$ cat config.mk
export PLATFORM = sky130hd
export DESIGN_NAME = gray_ro_serializer
export DESIGN_NICKNAME = d
export VERILOG_FILES = /design/src/rtl/gray_ro_serializer.sv
export SDC_FILE = /design/constraint.sdc
export NUM_CORES = 1
export LEC_CHECK = 0
export CAP_MARGIN = 10
export CORE_ASPECT_RATIO = 0.8
export CORE_MARGIN = 1
export CORE_UTILIZATION = 45
export DETAILED_ROUTE_END_ITERATION = 10
export GPL_TIMING_DRIVEN = 0
export PLACE_DENSITY_LB_ADDON = 0.15
export SYNTH_ARGS = -nofsm -noshare
export SYNTH_HDL_FRONTEND = slang
export SYNTH_SLANG_ARGS = --single-unit
export TNS_END_PERCENT = 10
$ cat constraint.sdc
create_clock -name clk_ext -period 4.7 [get_ports clk_ext]
set_clock_uncertainty 0.05 [all_clocks]
set_input_delay 0.94 -clock clk_ext [delete_from_list [all_inputs] [get_ports clk_ext]]
set_output_delay 0.94 -clock clk_ext [all_outputs]
set_load 0.05 [all_outputs]
$ cat src/rtl/gray_ro_serializer.sv
// Purpose     : framed single-pin readout of N_CH channel bits: a sync word, then one slot per
//               eligible and unmasked channel, with channel k decimated to every 2^k-th frame.
// Latency     : en sampled high in IDLE at edge t puts the first sync bit on out in cycle t+1.
// Backpressure: none; one bit per clk_ext, and back-to-back frames leave no gap while en stays high.
// Ports       : clk_ext/rstb clock and async active-low reset; en frame enable (sampled at frame
//               boundaries); ch_in/ch_mask snapshotted at frame start; out/out_valid/frame_start/
//               ch_idx registered serial stream with Gray-coded channel index (0 outside DATA).
// Option      : define GRAY_RO_PARITY_EN to append an even-parity bit over the frame's data bits.
module gray_ro_serializer #(
  parameter int                N_CH      = 8,
  parameter int                SYNC_W    = 4,
  parameter logic [SYNC_W-1:0] SYNC_WORD = 4'b1011,
  localparam int               CW        = (N_CH > 1) ? $clog2(N_CH) : 1
) (
  input  logic            clk_ext,
  input  logic            rstb,
  input  logic            en,
  input  logic [N_CH-1:0] ch_in,
  input  logic [N_CH-1:0] ch_mask,
  output logic            out,
  output logic            out_valid,
  output logic            frame_start,
  output logic [CW-1:0]   ch_idx
);

  localparam int FW = N_CH - 1;
  localparam int BW = (SYNC_W > 1) ? $clog2(SYNC_W) : 1;

`ifdef GRAY_RO_PARITY_EN
  typedef enum logic [1:0] {ST_IDLE, ST_SYNC, ST_DATA, ST_PAR} state_t;
`else
  typedef enum logic [1:0] {ST_IDLE, ST_SYNC, ST_DATA} state_t;
`endif

  state_t          state_q, state_d;
  logic [BW-1:0]   bit_q, bit_d;
  logic [CW-1:0]   ch_q, ch_d;
  logic [N_CH-1:0] snap_q, snap_d;
  logic [N_CH-1:0] msk_q, msk_d;
  logic [FW-1:0]   fcnt_q, fcnt_d;
  logic            out_q, out_d;
  logic            out_valid_q, out_valid_d;
  logic            frame_start_q, frame_start_d;
  logic [CW-1:0]   ch_idx_q, ch_idx_d;

  logic            eof;
  logic            start;
  logic            tail;
  logic [CW:0]     hit;
  logic [BW-1:0]   sidx;

  // Lowest set bit of m at or above index 'from'; MSB of the result flags a hit.
  function automatic logic [CW:0] find_from(input logic [N_CH-1:0] m, input int from);
    logic [CW:0] r;
    r = '0;
    for (int i = N_CH - 1; i >= 0; i--) begin
      if (m[i] && (i >= from)) r = {1'b1, CW'(i)};
    end
    return r;
  endfunction

  // Channel k is eligible when the low k bits of the frame counter are all zero.
  function automatic logic [N_CH-1:0] elig_of(input logic [FW-1:0] fc);
    logic [N_CH-1:0] e;
    e[0] = 1'b1;
    for (int k = 1; k < N_CH; k++) e[k] = e[k-1] & ~fc[k-1];
    return e;
  endfunction

  always_comb begin
    state_d = state_q;
    bit_d   = bit_q;
    ch_d    = ch_q;
    snap_d  = snap_q;
    msk_d   = msk_q;
    fcnt_d  = fcnt_q;
    eof     = 1'b0;
    start   = 1'b0;
    tail    = 1'b0;
    hit     = '0;

    case (state_q)
      ST_IDLE: begin
        if (en) start = 1'b1;
      end
      ST_SYNC: begin
        if (bit_q == BW'(SYNC_W - 1)) begin
          hit = find_from(msk_q, 0);
          if (hit[CW]) begin
            state_d = ST_DATA;
            ch_d    = hit[CW-1:0];
          end else begin
            tail = 1'b1;
          end
        end else begin
          bit_d = bit_q + BW'(1);
        end
      end
      ST_DATA: begin
        hit = find_from(msk_q, int'(ch_q) + 1);
        if (hit[CW]) ch_d = hit[CW-1:0];
        else         tail = 1'b1;
      end
`ifdef GRAY_RO_PARITY_EN
      ST_PAR: begin
        eof = 1'b1;
      end
`endif
      default: begin
        state_d = ST_IDLE;
      end
    endcase

    // Last sync or data slot done: parity slot if built in, otherwise frame ends here.
    if (tail) begin
`ifdef GRAY_RO_PARITY_EN
      state_d = ST_PAR;
`else
      eof = 1'b1;
`endif
    end

    if (eof) begin
      fcnt_d  = fcnt_q + FW'(1);
      state_d = ST_IDLE;
      if (en) start = 1'b1;
    end

    // New frame: snapshot uses the counter value of the frame about to start.
    if (start) begin
      state_d = ST_SYNC;
      bit_d   = '0;
      snap_d  = ch_in;
      msk_d   = ch_mask & elig_of(fcnt_d);
    end

    // Outputs are derived from the next state so they register in step with it.
    sidx          = BW'(SYNC_W - 1) - bit_d;
    out_d         = 1'b0;
    out_valid_d   = (state_d != ST_IDLE);
    frame_start_d = (state_d == ST_SYNC) && (bit_d == '0);
    ch_idx_d      = '0;
    case (state_d)
      ST_SYNC: out_d = SYNC_WORD[sidx];
      ST_DATA: begin
        out_d    = snap_d[ch_d];
        ch_idx_d = ch_d ^ (ch_d >> 1);
      end
`ifdef GRAY_RO_PARITY_EN
      ST_PAR:  out_d = ^(snap_d & msk_d);
`endif
      default: out_d = 1'b0;
    endcase
  end

  always_ff @(posedge clk_ext or negedge rstb) begin
    if (!rstb) begin
      state_q       <= ST_IDLE;
      bit_q         <= '0;
      ch_q          <= '0;
      snap_q        <= '0;
      msk_q         <= '0;
      fcnt_q        <= '0;
      out_q         <= 1'b0;
      out_valid_q   <= 1'b0;
      frame_start_q <= 1'b0;
      ch_idx_q      <= '0;
    end else begin
      state_q       <= state_d;
      bit_q         <= bit_d;
      ch_q          <= ch_d;
      snap_q        <= snap_d;
      msk_q         <= msk_d;
      fcnt_q        <= fcnt_d;
      out_q         <= out_d;
      out_valid_q   <= out_valid_d;
      frame_start_q <= frame_start_d;
      ch_idx_q      <= ch_idx_d;
    end
  end

  assign out         = out_q;
  assign out_valid   = out_valid_q;
  assign frame_start = frame_start_q;
  assign ch_idx      = ch_idx_q;

endmodule

==> impl_metrics.prom, run 1 <==
# TYPE chip_impl_metric gauge
chip_impl_metric{name="async_flop_share",unit=""} 1.00
chip_impl_metric{name="post_drt_via_cell_ratio",unit=""} 5.67
chip_impl_metric{name="r2r.worst_path.cells",unit=""} 15
chip_impl_metric{name="finalCriticalPeriod",unit="ps"} 3960
chip_impl_metric{name="pwr_density_cell",unit="nW/µm²"} 568
chip_impl_metric{name="gr-total-overflow",unit=""} 0
chip_impl_metric{name="detail_route.wl_per_cell",unit="µm"} 15.7
chip_impl_metric{name="max_freq",unit="MHz"} 253
chip_impl_metric{name="r2r_setup_slack",unit="ps"} 740
chip_impl_metric{name="drv_slew",unit=""} 0
chip_impl_metric{name="seq_area_frac_synth",unit=""} 0.374
chip_impl_metric{name="post-route-drc-count",unit=""} 2
chip_impl_metric{name="timing.hold.ws",unit="ps"} 425
chip_impl_metric{name="setup_viol",unit=""} 0
chip_impl_metric{name="maximum_number_of_buffers_from_clock_root_to_sink",unit=""} 2
chip_impl_metric{name="worst-slew-pin-transition",unit="ps"} 817
chip_impl_metric{name="tritoncts.num_buffers",unit=""} 5
chip_impl_metric{name="dr.first_iter.drc_count",unit=""} 141
chip_impl_metric{name="drive_gt1_frac",unit=""} 0.0976
chip_impl_metric{name="die_w",unit="µm"} 83.8
chip_impl_metric{name="fillCellCount",unit=""} 469
chip_impl_metric{name="drt-pass1-iter-count",unit=""} 8
chip_impl_metric{name="timing.max_cap.violations",unit=""} 0
chip_impl_metric{name="cts_htree_levels",unit=""} 2
chip_impl_metric{name="placed_cells",unit=""} 351
chip_impl_metric{name="post_cts_setup_repair_bufs",unit=""} 0
chip_impl_metric{name="stdcell_area",unit="µm²"} 2810
chip_impl_metric{name="nets_in_the_synthesized_netlist",unit=""} 295
chip_impl_metric{name="port_buffers",unit=""} 24
chip_impl_metric{name="antenna_violations_before_repair",unit=""} 0
chip_impl_metric{name="yosys.area_share.simple",unit=""} 0.224
chip_impl_info{name="synth.most_common_cell",value="nand2_1"} 1
chip_impl_metric{name="vias",unit=""} 2034
chip_impl_metric{name="grt_pass1_vias",unit=""} 1885
chip_impl_info{name="worstSetupPathType",value="register to register"} 1
chip_impl_metric{name="post_synth_instance_area",unit="µm²"} 2410
chip_impl_metric{name="dieHeight",unit="µm"} 67.5
chip_impl_metric{name="yosys_warnings",unit=""} 0
chip_impl_metric{name="full_die_area",unit="µm²"} 5650
chip_impl_metric{name="synth.mux.area_fraction",unit=""} 0.0223
chip_impl_metric{name="cts_sinks",unit=""} 36
chip_impl_metric{name="area_growth_syn_to_layout",unit="%"} 16.5
chip_impl_info{name="violations",value="design-rule violations"} 1
chip_impl_info{name="crit-reg2reg-launch",value="ch_q[1]$_DFF_PN0_"} 1
chip_impl_metric{name="initial_core_util",unit=""} 0.473
chip_impl_info{name="tritoncts",value="built"} 1
chip_impl_metric{name="synthCells",unit=""} 265
chip_impl_metric{name="maxSlewHeadroom",unit=""} 0.455
chip_impl_info{name="critical_path.startpoint_type",value="register"} 1
chip_impl_metric{name="grt_pass1_wl",unit="mm"} 9.38
chip_impl_metric{name="power.ir.vdd_worst",unit="mV"} 0.314
chip_impl_metric{name="placed_area",unit="µm²"} 2720
chip_impl_metric{name="timing.final.hold_violations",unit=""} 0
chip_impl_metric{name="yosys.area.top_type_share",unit=""} 0.374
chip_impl_metric{name="synth_compound_gate_area_share",unit=""} 0.234
chip_impl_metric{name="core",unit="µm²"} 5090
chip_impl_metric{name="clk_pin_slew_worst_paths",unit="ps"} 70
chip_impl_info{name="grt_setup_unrepaired",value="false"} 1
chip_impl_info{name="hold_class",value="register to register"} 1
chip_impl_metric{name="holdBufCountCts",unit=""} 0
chip_impl_metric{name="wirelength",unit="mm"} 5.65
chip_impl_metric{name="detailedPlace.worstSlack",unit="ps"} 776
chip_impl_info{name="status",value="finished with violations"} 1
chip_impl_info{name="crit_path_launch",value="ch_q[1]$_DFF_PN0_"} 1
chip_impl_metric{name="post_synth.cell_area_avg",unit="µm²"} 9.09
chip_impl_metric{name="synth-edff-count",unit=""} 0
chip_impl_metric{name="yosys_register_bits",unit=""} 36
chip_impl_metric{name="latest_clock_arrival_within_the_worst_skew_pair",unit="ps"} 290
chip_impl_metric{name="timing.final.crit_share",unit=""} 0.842
chip_impl_metric{name="synth-xor-area-share",unit=""} 0.0400
chip_impl_metric{name="gp_congestion",unit=""} 0.943
chip_impl_metric{name="data_arrival_time_of_the_worst_path",unit="ps"} 4130
chip_impl_info{name="ys_dominant_reg_cell",value="dfrtp_1"} 1
chip_impl_metric{name="rows",unit=""} 23
chip_impl_metric{name="critical_path_required",unit="ps"} 4870
chip_impl_metric{name="finalWorstSetupSlack",unit="ps"} 744
chip_impl_metric{name="worstPathMaxFanout",unit=""} 10
chip_impl_metric{name="synth_cell_type_count",unit=""} 65
chip_impl_metric{name="drt.antenna.violating_nets",unit=""} 0
chip_impl_metric{name="gr-usage-all-layers",unit=""} 0.217
chip_impl_metric{name="grt_start_max_net_pins",unit=""} 37
chip_impl_metric{name="synth_adder_area_share",unit=""} 0.0571
chip_impl_metric{name="p_leak",unit="nW"} 1.27
chip_impl_info{name="post_synth_main_area_contributors",value="dfrtp_1, nand2_1, ha_1"} 1
chip_impl_metric{name="io-pin-count",unit=""} 25
chip_impl_info{name="timing.rr.end",value="out$_DFF_PN0_"} 1
chip_impl_metric{name="fin_nets",unit=""} 326
chip_impl_info{name="worstSetupEndpoint",value="out$_DFF_PN0_"} 1
chip_impl_info{name="clock-root-buffer",value="clkbuf_8"} 1
chip_impl_info{name="synth_largest_area_cell",value="dfrtp_1"} 1
chip_impl_info{name="critical_path.endpoint_type",value="register"} 1
chip_impl_info{name="dominant_combinational_cell_family_by_area_after_synthesis",value="compound AO/OA/AOI/OAI gates"} 1
chip_impl_metric{name="totalNegativeSetupSlack",unit="ps"} 0
chip_impl_metric{name="final_cells",unit=""} 359
chip_impl_metric{name="dp_hpwl",unit="mm"} 4.21
chip_impl_metric{name="antenna_cells_inserted",unit=""} 0
chip_impl_metric{name="cts_resized",unit=""} 0
chip_impl_info{name="post_synth_most_frequent_cells",value="nand2_1, dfrtp_1, inv_1, nor2_1, ha_1"} 1
[metrics by stage]
stage,util,power (W)
final,0.551,0.00160
after global routing,0.551,0.00174
after CTS,0.551,0.00160
after detailed placement,0.535,0.00137
after global placement,0.535,0.00137
after floorplan,-,0.00115
[power by group]
group | switching [W] | total [W] | internal, W
Sequential | 0.000103 | 0.000515 | 0.000412
Clock | 0.000113 | 0.000219 | 0.000106
Combinational | 0.000509 | 0.000862 | 0.000354
[registers in the layout, summed over array words and instances, names as in the netlist]
register and flops:
msk_q 8, snap_q 8, fcnt_q 7, ch_idx 3, ch_q 3, bit_q 2
state_q 2, frame_start 1, out 1, out_valid 1
[cells in the final DEF, fill, tap and decap left out, drive strengths merged, types with 3 or more instances in the layout]
cell / instances
a211oi: 3
a21boi: 4
a21oi: 10
and2: 9
and3: 3
buf: 6
clkbuf: 14
clkdlybuf4s50: 23
dfrtp: 36
ha: 11
inv: 16
nand2: 45
nand2b: 4
nand3: 5
nand4: 3
nand4b: 3
nor2: 13
nor2b: 3
nor3: 5
o211ai: 4
o21ai: 9
o221ai: 3
o22ai: 5
o311ai: 3
o31a: 3
o31ai: 4
or2: 3
xnor2: 9
[routing by layer]
layer / track usage / wire [µm] / vias to the layer above
li1: - / - / 1020
met1: 0.330 / 3060 / 949
met2: 0.303 / 2240 / 53
met3: 0.0440 / 240 / 12
met4: 0.0733 / 104 / 0
met5: 0 / 0 / -
[worst max-delay path, stage by stage (launching register included)]
cell and delay [ps]:
dfrtp_1 490, inv_1 100, ha_1 180, nand2b_1 260, o311ai_2 320, nand3_1 270, o31ai_1 430, nand2_1 140
clkbuf_1 290, nand3_1 250, ha_1 270, nor2b_1 210, o2111ai_1 140, a311oi_1 280, a21oi_1 140, o211ai_2 70
[how the worst min path moves through the flow]
stage,startpoint,to,slack (ps),cells after the start
floorplan,snap_q[3]$_DFF_PN0_,snap_q[3]$_DFF_PN0_,390,2
global placement,snap_q[3]$_DFF_PN0_,snap_q[3]$_DFF_PN0_,410,2
detailed placement,snap_q[3]$_DFF_PN0_,snap_q[3]$_DFF_PN0_,410,2
CTS,snap_q[3]$_DFF_PN0_,snap_q[3]$_DFF_PN0_,430,2
global route,snap_q[3]$_DFF_PN0_,snap_q[3]$_DFF_PN0_,450,2
finish,snap_q[3]$_DFF_PN0_,snap_q[3]$_DFF_PN0_,430,2
[final cells by class]
class / instances / area, µm² / area share
repair buffers: 24 / 235 / 0.0838
multi-input cells: 201 / 1390 / 0.496
clock buffers: 7 / 76.3 / 0.0272
clock inverters: 1 / 8.76 / 0.00312
flip-flops and latches: 36 / 901 / 0.321
inverters: 16 / 60.1 / 0.0214
plain buffers: 12 / 57.6 / 0.0205
well taps: 62 / 77.6 / 0.0276
[cell families after synthesis]
group | count (synthesis)
and+or+nand+nor | 105
AOI/OAI and AO/OA | 70
DFF | 36
buffers and inverters | 28
xor gates and xnor gates | 11
adders and majority gates | 11
muxes | 4
(Power assumes the default switching activity.)
==> run 2, diff against run 1 <==
- clock period: 4.7 -> 3.17 ns (I/O delays scaled with it)
==> run 2 against run 1 <==
Against the previous run:
- the flow still finishes with violations (design-rule violations)
- fmax rose by 26%
- power up 84%
- design area rose by 14%
- clock power increased by 110%
- sequential power grew 51%
- hold slack lost 40 ps
- core utilization is 7.4 points higher
- first-iteration DRC count shrank 30%
- flip-flop and latch count unchanged
- setup slack worse by 710 ps
- combinational power increased by 98%
- register-to-register slack worse by 710 ps
==> impl_metrics.prom, run 2 (synthesis gave the netlist of run 1 again) <==
# TYPE chip_impl_metric gauge
chip_impl_info{name="status",value="finished with violations"} 1
chip_impl_info{name="violations",value="design-rule violations"} 1
chip_impl_metric{name="finalCriticalPeriod",unit="ps"} 3130
chip_impl_metric{name="relative_contribution_of_sequential_cells_to_total_power",unit=""} 0.265
chip_impl_metric{name="dr.first_iter.drc_count",unit=""} 98
chip_impl_metric{name="gr-total-overflow",unit=""} 0
chip_impl_info{name="final_common_cell",value="nand2_1"} 1
chip_impl_metric{name="worstPathMaxFanout",unit=""} 9
chip_impl_metric{name="drv_slew",unit=""} 0
chip_impl_metric{name="gr-usage-all-layers",unit=""} 0.230
chip_impl_metric{name="vias",unit=""} 2131
chip_impl_metric{name="drt.antenna.violating_nets",unit=""} 0
chip_impl_metric{name="grt_pass1_vias",unit=""} 2025
chip_impl_info{name="biggestRegsByFlops",value="msk_q: 8 flops, snap_q: 8 flops, fcnt_q: 7 flops"} 1
chip_impl_metric{name="max_freq",unit="MHz"} 319
chip_impl_metric{name="clk_pin_slew_worst_paths",unit="ps"} 70
chip_impl_metric{name="tritoncts.num_buffers",unit=""} 5
chip_impl_info{name="grt_setup_unrepaired",value="true"} 1
chip_impl_metric{name="io-pin-count",unit=""} 25
chip_impl_metric{name="final-seq-area",unit="µm²"} 903
chip_impl_metric{name="p_leak",unit="nW"} 1.41
chip_impl_metric{name="rows",unit=""} 23
chip_impl_metric{name="power.clock.fraction",unit=""} 0.153
chip_impl_metric{name="maxSlewHeadroom",unit=""} 0.434
chip_impl_metric{name="holdBufCountCts",unit=""} 0
chip_impl_metric{name="antenna_cells_inserted",unit=""} 0
chip_impl_metric{name="timing.final.crit_share",unit=""} 0.988
chip_impl_metric{name="critical_path_required",unit="ps"} 3300
chip_impl_info{name="clock-root-buffer",value="clkbuf_8"} 1
chip_impl_metric{name="timing.final.hold_violations",unit=""} 0
chip_impl_metric{name="initial_core_util",unit=""} 0.473
chip_impl_metric{name="p_comb_frac",unit=""} 0.582
chip_impl_metric{name="timing.max_cap.violations",unit=""} 0
chip_impl_metric{name="worst-slew-pin-transition",unit="ps"} 850
chip_impl_metric{name="drt-pass1-iter-count",unit=""} 7
chip_impl_metric{name="power.ir.vdd_worst",unit="mV"} 0.496
chip_impl_metric{name="timing.hold.ws",unit="ps"} 385
chip_impl_metric{name="cts_htree_levels",unit=""} 2
chip_impl_metric{name="multi_input_area",unit="µm²"} 1590
chip_impl_metric{name="pwr_density_cell",unit="nW/µm²"} 922
chip_impl_metric{name="maximum_number_of_buffers_from_clock_root_to_sink",unit=""} 2
chip_impl_metric{name="cts_sinks",unit=""} 36
chip_impl_metric{name="power.internal",unit="W"} 0.00166
chip_impl_metric{name="power.net_switching",unit="W"} 0.00127
chip_impl_metric{name="dieHeight",unit="µm"} 67.5
chip_impl_metric{name="grt_start_max_net_pins",unit=""} 37
chip_impl_metric{name="area_growth_syn_to_layout",unit="%"} 32.2
chip_impl_metric{name="drive_gt1_frac",unit=""} 0.256
chip_impl_info{name="critical_path.endpoint_type",value="register"} 1
chip_impl_metric{name="data_arrival_time_of_the_worst_path",unit="ps"} 3270
chip_impl_metric{name="full_die_area",unit="µm²"} 5650
chip_impl_metric{name="dp_hpwl",unit="mm"} 4.08
chip_impl_metric{name="core",unit="µm²"} 5090
chip_impl_metric{name="fin_util",unit=""} 0.626
chip_impl_info{name="worstSetupPathType",value="register to register"} 1
chip_impl_metric{name="grt_pass1_wl",unit="mm"} 9.85
chip_impl_metric{name="antenna_violations_before_repair",unit=""} 0
chip_impl_metric{name="fillCellCount",unit=""} 435
chip_impl_metric{name="power.share.switching",unit=""} 0.434
chip_impl_metric{name="post_drt_via_cell_ratio",unit=""} 5.70
chip_impl_metric{name="latest_clock_arrival_within_the_worst_skew_pair",unit="ps"} 300
chip_impl_metric{name="post-route-drc-count",unit=""} 1
chip_impl_info{name="most_frequent_cells_in_the_layout",value="nand2_1, dfrtp_1, clkdlybuf4s50_1"} 1
chip_impl_metric{name="totalNegativeSetupSlack",unit="ps"} 0
chip_impl_info{name="tritoncts",value="built"} 1
chip_impl_info{name="critical_path.startpoint_type",value="register"} 1
chip_impl_metric{name="detail_route.wl_per_cell",unit="µm"} 16.4
chip_impl_metric{name="fin_nets",unit=""} 341
chip_impl_metric{name="setup_viol",unit=""} 0
chip_impl_info{name="hold_class",value="input port to async pin"} 1
chip_impl_metric{name="die_w",unit="µm"} 83.8
chip_impl_metric{name="wirelength",unit="mm"} 6.12
chip_impl_metric{name="gp_congestion",unit=""} 0.894
chip_impl_metric{name="port_buffers",unit=""} 24
-- run 2: changes by cell type in the layout (fill, tap and decap cells not counted), sizes merged --
| cell | delta |
|---|---|
| buf | +16 |
| bufinv | +1 |
| clkinv | -1 |
| clkbuf | -1 |
-- run 2: routing by layer --
layer  share of wire  global-route usage  vias to the layer above
met1            0.50               0.321                     1010
met3           0.053              0.0465                       10
li1                -                   -                     1050
met4           0.018              0.0905                        0
met2            0.43               0.353                       61
met5               0                   0                        -
-- run 2: path summary, 6_finish.rpt --
check	from	to	slack, ps	depth (start not counted)
max in group asynchronous	rstb	ch_q[1]$_DFF_PN0_	2090	1
max reg2reg	ch_q[1]$_DFF_PN0_	out$_DFF_PN0_	40	11
min in group clk_ext	snap_q[2]$_DFF_PN0_	snap_q[2]$_DFF_PN0_	430	2
min reg2reg	snap_q[2]$_DFF_PN0_	snap_q[2]$_DFF_PN0_	430	2
max	ch_q[1]$_DFF_PN0_	out$_DFF_PN0_	40	11
min	rstb	fcnt_q[4]$_DFF_PN0_	390	1
-- run 2: power by group through the flow --
stage | clock (W) | combinational (W) | sequential (W)
2_1_floorplan | 0 | 0.000947 | 0.000775
3_3_place_gp | 0 | 0.00126 | 0.000766
3_5_place_dp | 0 | 0.00127 | 0.000769
4_1_cts | 0.000464 | 0.00153 | 0.000764
5_1_grt | 0.000484 | 0.00186 | 0.000797
6_report | 0.000450 | 0.00171 | 0.000779
-- run 2: final cells by class --
cell class	count	area share
flip-flops and latches	36	0.283
well taps	62	0.0243
clock inverters	1	0.00942
multi-input cells	201	0.500
plain buffers	11	0.0224
inverters	16	0.0188
clock buffers	7	0.0302
repair buffers	40	0.112
-- run 2: what timing repair did --
action | CTS | global route
resized for setup | 29 | 19
endpoints found under the setup margin | 4 | 1
cloned | 0 | 0
pin swaps | 8 | 9
setup buffers | 12 | 4
-- run 2: critical path, stage by stage, from the launching register on --
cell and delay (ps):
dfrtp_2 480, ha_4 210, xnor2_1 170, o311ai_4 290
nand3_2 160, buf_4 180, buf_4 140, o31ai_2 410
nor3_4 140, a2111oi_1 510, a41o_1 190, o211ai_2 90
-- run 2: metrics by stage --
step | std cells | cell area (µm²) | power [W] | setup slack (ps)
final | 374 | 3190 | 0.00294 | 36.6
after global routing | 374 | 3190 | 0.00314 | -78.9
after CTS | 370 | 3080 | 0.00276 | 14.1
after detailed placement | 351 | 2740 | 0.00204 | -592
after global placement | 351 | 2740 | 0.00203 | -581
after floorplan | 265 | 2420 | 0.00172 | 14.7
==> RTL change 1, RTL diff (config.mk and constraints of run 2) <==
The 3 states of `state_t` get a one-hot encoding in 3 bits.
--- a/src/rtl/gray_ro_serializer.sv
+++ b/src/rtl/gray_ro_serializer.sv
@@ -30,5 +30,5 @@
   typedef enum logic [1:0] {ST_IDLE, ST_SYNC, ST_DATA, ST_PAR} state_t;
 `else
-  typedef enum logic [1:0] {ST_IDLE, ST_SYNC, ST_DATA} state_t;
+  typedef enum logic [2:0] {ST_IDLE = 3'b001, ST_SYNC = 3'b010, ST_DATA = 3'b100} state_t;
 `endif
 
Check against the original RTL: no difference found for any inputs over 10 cycles, from zero or initial values and one cycle with rstb low; not proved beyond that.
==> RTL change 1 against run 2 <==
- routed wire length down 14%
- setup slack better by 0.10 ns
- sequential cell count rose by 1
- area after synthesis decreased by 7.1%
- count of clock-buffer cells in the layout fell by 1
- final area shrank 12%
- sequential power shrank 4.5%
- power shrank 31%
- fmax is 3.4% higher
- cell count decreased by 9.1%
==> RTL change 1: results <==
metrics = {
    "run_status": {
        "status": "complete, no violations",
    },
    "clock_tree": {
        "insertion_delay_ns": 0.29,
        "cts-resized-gates": 4,
        "cts_buffer_depth": 2,
        "post_cts.repair.setup_buffers": 3,
        "cts_htree_levels": 2,
        "hold_buffers": 0,
    },
    "place": {
        "place_inst": 320,
        "hpwl_mm": 3.64,
        "dpl_cell_area_mm2": 0.00255,
        "place.gp.congestion": 0.842,
        "io_buffers": 24,
        "pre_cts_ws_ns": -0.137,
    },
    "detailed_routing": {
        "drt_first_pass_iters": 4,
        "route.met3.wl_um": 283,
        "dr.first_iter.drc_count": 205,
        "wire_per_inst_um": 15.5,
        "avgViaCountPerCell": 5.71,
        "routedLengthMet1_mm": 2.76,
        "routed.top_layer": "met4",
        "wl_met2_mm": 2.18,
    },
    "setup_path": {
        "crit_path_top_delay_cell": "dfrtp_2",
        "cp_top_family": "compound AO/OA/AOI/OAI gates",
        "arrival_ns": 3.14,
        "crit_path_max_fanout": 6,
        "cpPeakStageDelay_ns": 0.45,
    },
    "layout": {
        "drive_above_1_share_pct": 18.9,
        "nets": 302,
        "fin_cells": 340,
    },
    "grt": {
        "grt_start_max_net_pins": 38,
        "met3_usage_pct": 4.79,
        "met2_usage_pct": 31.3,
        "grtUsageTotal_pct": 22.2,
        "grt.met1_usage_pct": 33.6,
        "grt_pass1_wl_mm": 8.85,
        "grt_pass1_vias": 1786,
        "grt_busiest_layer": "met1",
    },
    "synth": {
        "syn_avg_cell_area_um2": 9.48,
        "yosysUniqueCellTypes": 55,
        "synth.yosys.seq_area_share_pct": 41.4,
        "yosysWarnings": 0,
        "synthArstFlopShare_pct": 100,
        "ys_top_cells_by_count": "dfrtp_1, nand2_1, inv_1",
        "synthTopCellsByArea": "dfrtp_1, nand2_1, inv_1",
        "synthesis.nets": 259,
    },
    "power": {
        "p_leak_nw": 1.28,
        "internal-power_mw": 1.23,
        "irDropWorstVdd_uv": 469,
    },
    "sta": {
        "tightest_slew_ns": 0.922,
    },
}
RTL change 1: cell types whose count changed after synthesis, sizes merged, moves of 4 or more:
cell / change
nand2: -17
o21ai: +5
a211o: +6
and2: -8
o211ai: +4
ha: -7
clkbuf: -4
xnor2: -4
inv: +4
RTL change 1: cells by family (layout without fill, tap and decap cells):
| kind of cell | Yosys count | after routing | share of synthesized area [%] |
|---|---|---|---|
| xor gates and xnor gates | 10 | 10 | 3.91 |
| muxes | 2 | 2 | 1.01 |
| buffers and inverters | 30 | 74 | 5.53 |
| adders and majority gates | 4 | 4 | 2.24 |
| and+or+nand+nor | 81 | 81 | 18.9 |
| DFF | 37 | 37 | 41.4 |
| AOI/OAI and AO/OA | 72 | 72 | 27.0 |
RTL change 1: final timing paths:
path,from,end,slack (ns),cells past startpoint
max in group asynchronous,rstb,ch_q[1],2.12,1
max reg2reg,ch_q[0],out,0.14,11
min,rstb,out_valid,0.38,1
min reg2reg,snap_q[3],snap_q[3],0.43,2
max,ch_q[0],out,0.14,11
min in group clk_ext,snap_q[3],snap_q[3],0.43,2
RTL change 1: power groups by stage:
stage / sequential, mW / clock (mW) / combinational [mW]
2_1_floorplan: 0.767 / 0 / 0.558
5_1_grt: 0.760 / 0.439 / 0.964
6_report: 0.744 / 0.406 / 0.871
3_5_place_dp: 0.744 / 0 / 0.792
4_1_cts: 0.737 / 0.416 / 0.802
3_3_place_gp: 0.742 / 0 / 0.784
RTL change 1: cell type report:
type	instances	area, um^2
repair buffers	36	338
multi-input cells	169	1230
well taps	60	75.1
clock inverters	2	38.8
flip-flops and latches	37	930
plain buffers	10	51.3
inverters	20	75.1
clock buffers	6	72.6
fillers	434	1870
==> RTL change 2, RTL diff (settings of run 2) <==
Made on the original files. The parameter `N_CH` goes from 8 to 4.
--- a/src/rtl/gray_ro_serializer.sv
+++ b/src/rtl/gray_ro_serializer.sv
@@ -8,5 +8,5 @@
 // Option      : define GRAY_RO_PARITY_EN to append an even-parity bit over the frame's data bits.
 module gray_ro_serializer #(
-  parameter int                N_CH      = 8,
+  parameter int                N_CH      = 4,
   parameter int                SYNC_W    = 4,
   parameter logic [SYNC_W-1:0] SYNC_WORD = 4'b1011,
Ports: changed (resized ch_idx, ch_in and ch_mask); port bits go from 25 to 16. The function was not compared with the original's and may differ.
==> RTL change 2 against run 2 <==
- routed wire length shrank 57%
- final area shrank 51%
- largest power group unchanged
- largest cell class unchanged
- count of clock-buffer cells in the layout shrank 3
- sequential cell count shrank 14
- area after synthesis shrank 45%
- power shrank 45%
- sequential power shrank 36%
- setup slack gained 0.33 ns
==> RTL change 2: results <==
metrics = {
    "detailed_routing": {
        "drt_first_pass_iters": 4,
        "routedLengthMet1_mm": 1.35,
        "dr.first_iter.drc_count": 78,
        "route.met3.wl_um": 57,
        "drt-total-wl_mm": 2.62,
        "avgViaCountPerCell": 5.40,
    },
    "place": {
        "hpwl_mm": 2.01,
        "pre_cts_ws_ns": 0.254,
        "place.gp.congestion": 0.832,
        "io_buffers": 15,
        "dpl_cell_area_mm2": 0.00152,
    },
    "setup_path": {
        "cpPeakStageDelay_ns": 0.41,
        "arrival_ns": 2.96,
        "rrSetupSlack_ns": 0.37,
        "crit_path_max_fanout": 10,
        "crit_path_start": "state_q[0]",
    },
    "sta": {
        "whs_ns": 0.431,
        "relSlewSlack_pct": 35.1,
    },
    "clock_tree": {
        "root_buffer": "clkbuf_4",
        "clk_pin_slew_ns": 0.12,
        "cts-resized-gates": 0,
        "numCtsBuffers": 3,
        "post_cts.repair.setup_buffers": 0,
        "cts_htree_levels": 1,
    },
    "layout": {
        "nets": 176,
        "reg_top3": "msk_q (4), snap_q (4), fcnt_q (3)",
        "fin_cells": 194,
        "drive_above_1_share_pct": 9.62,
    },
    "grt": {
        "grtUsageTotal_pct": 19.2,
        "grt.met1_usage_pct": 27.0,
        "met2_usage_pct": 29.7,
        "grt_start_max_net_pins": 23,
        "grt_pass1_wl_mm": 4.61,
        "met3_usage_pct": 2.05,
    },
    "synth": {
        "ys_top_cells_by_count": "dfrtp_1, nand2_1, inv_1",
        "synth.yosys.seq_area_share_pct": 41.6,
        "yosysUniqueCellTypes": 43,
        "synthTopCellsByArea": "dfrtp_1, ha_1, nand2_1",
        "synthesis.nets": 156,
        "syn_avg_cell_area_um2": 9.65,
    },
    "worst_hold_path": {
        "worstHoldPathType": "flip-flop to flip-flop",
    },
    "run_status": {
        "status": "complete, no violations",
    },
    "power": {
        "irDropWorstVdd_uv": 485,
    },
}
## RTL change 2: changes by cell type after synthesis, sizes merged, moves of 5 or more
cell	run 2	this run
dfrtp	36	22
clkbuf	7	0
xnor2	9	4
and2	9	0
nand2	45	19
## RTL change 2: cell type report
type	count	area [um^2]
buffer	2	15.0
sequential	22	551
timing repair buffer	15	150
tap	38	47.5
fill	268	1210
inverter	15	56.3
clock buffer	4	36.3
multi-input combinational	98	701
## RTL change 2: cell families after synthesis
logic type	after synthesis	share of synthesized area (%)
compound gates	36	23.0
xor+xnor	4	2.65
flops	22	41.6
mux	4	3.12
simple gates	46	16.7
buf+inv	17	5.39
fa+ha+maj	8	7.57
## RTL change 2: where the power goes
group	leakage (nW)	switching (mW)	internal, mW	total, mW
logic	0.442	0.557	0.415	0.972
clock network	0.0210	0.0868	0.0701	0.157
registers	0.282	0.102	0.393	0.495
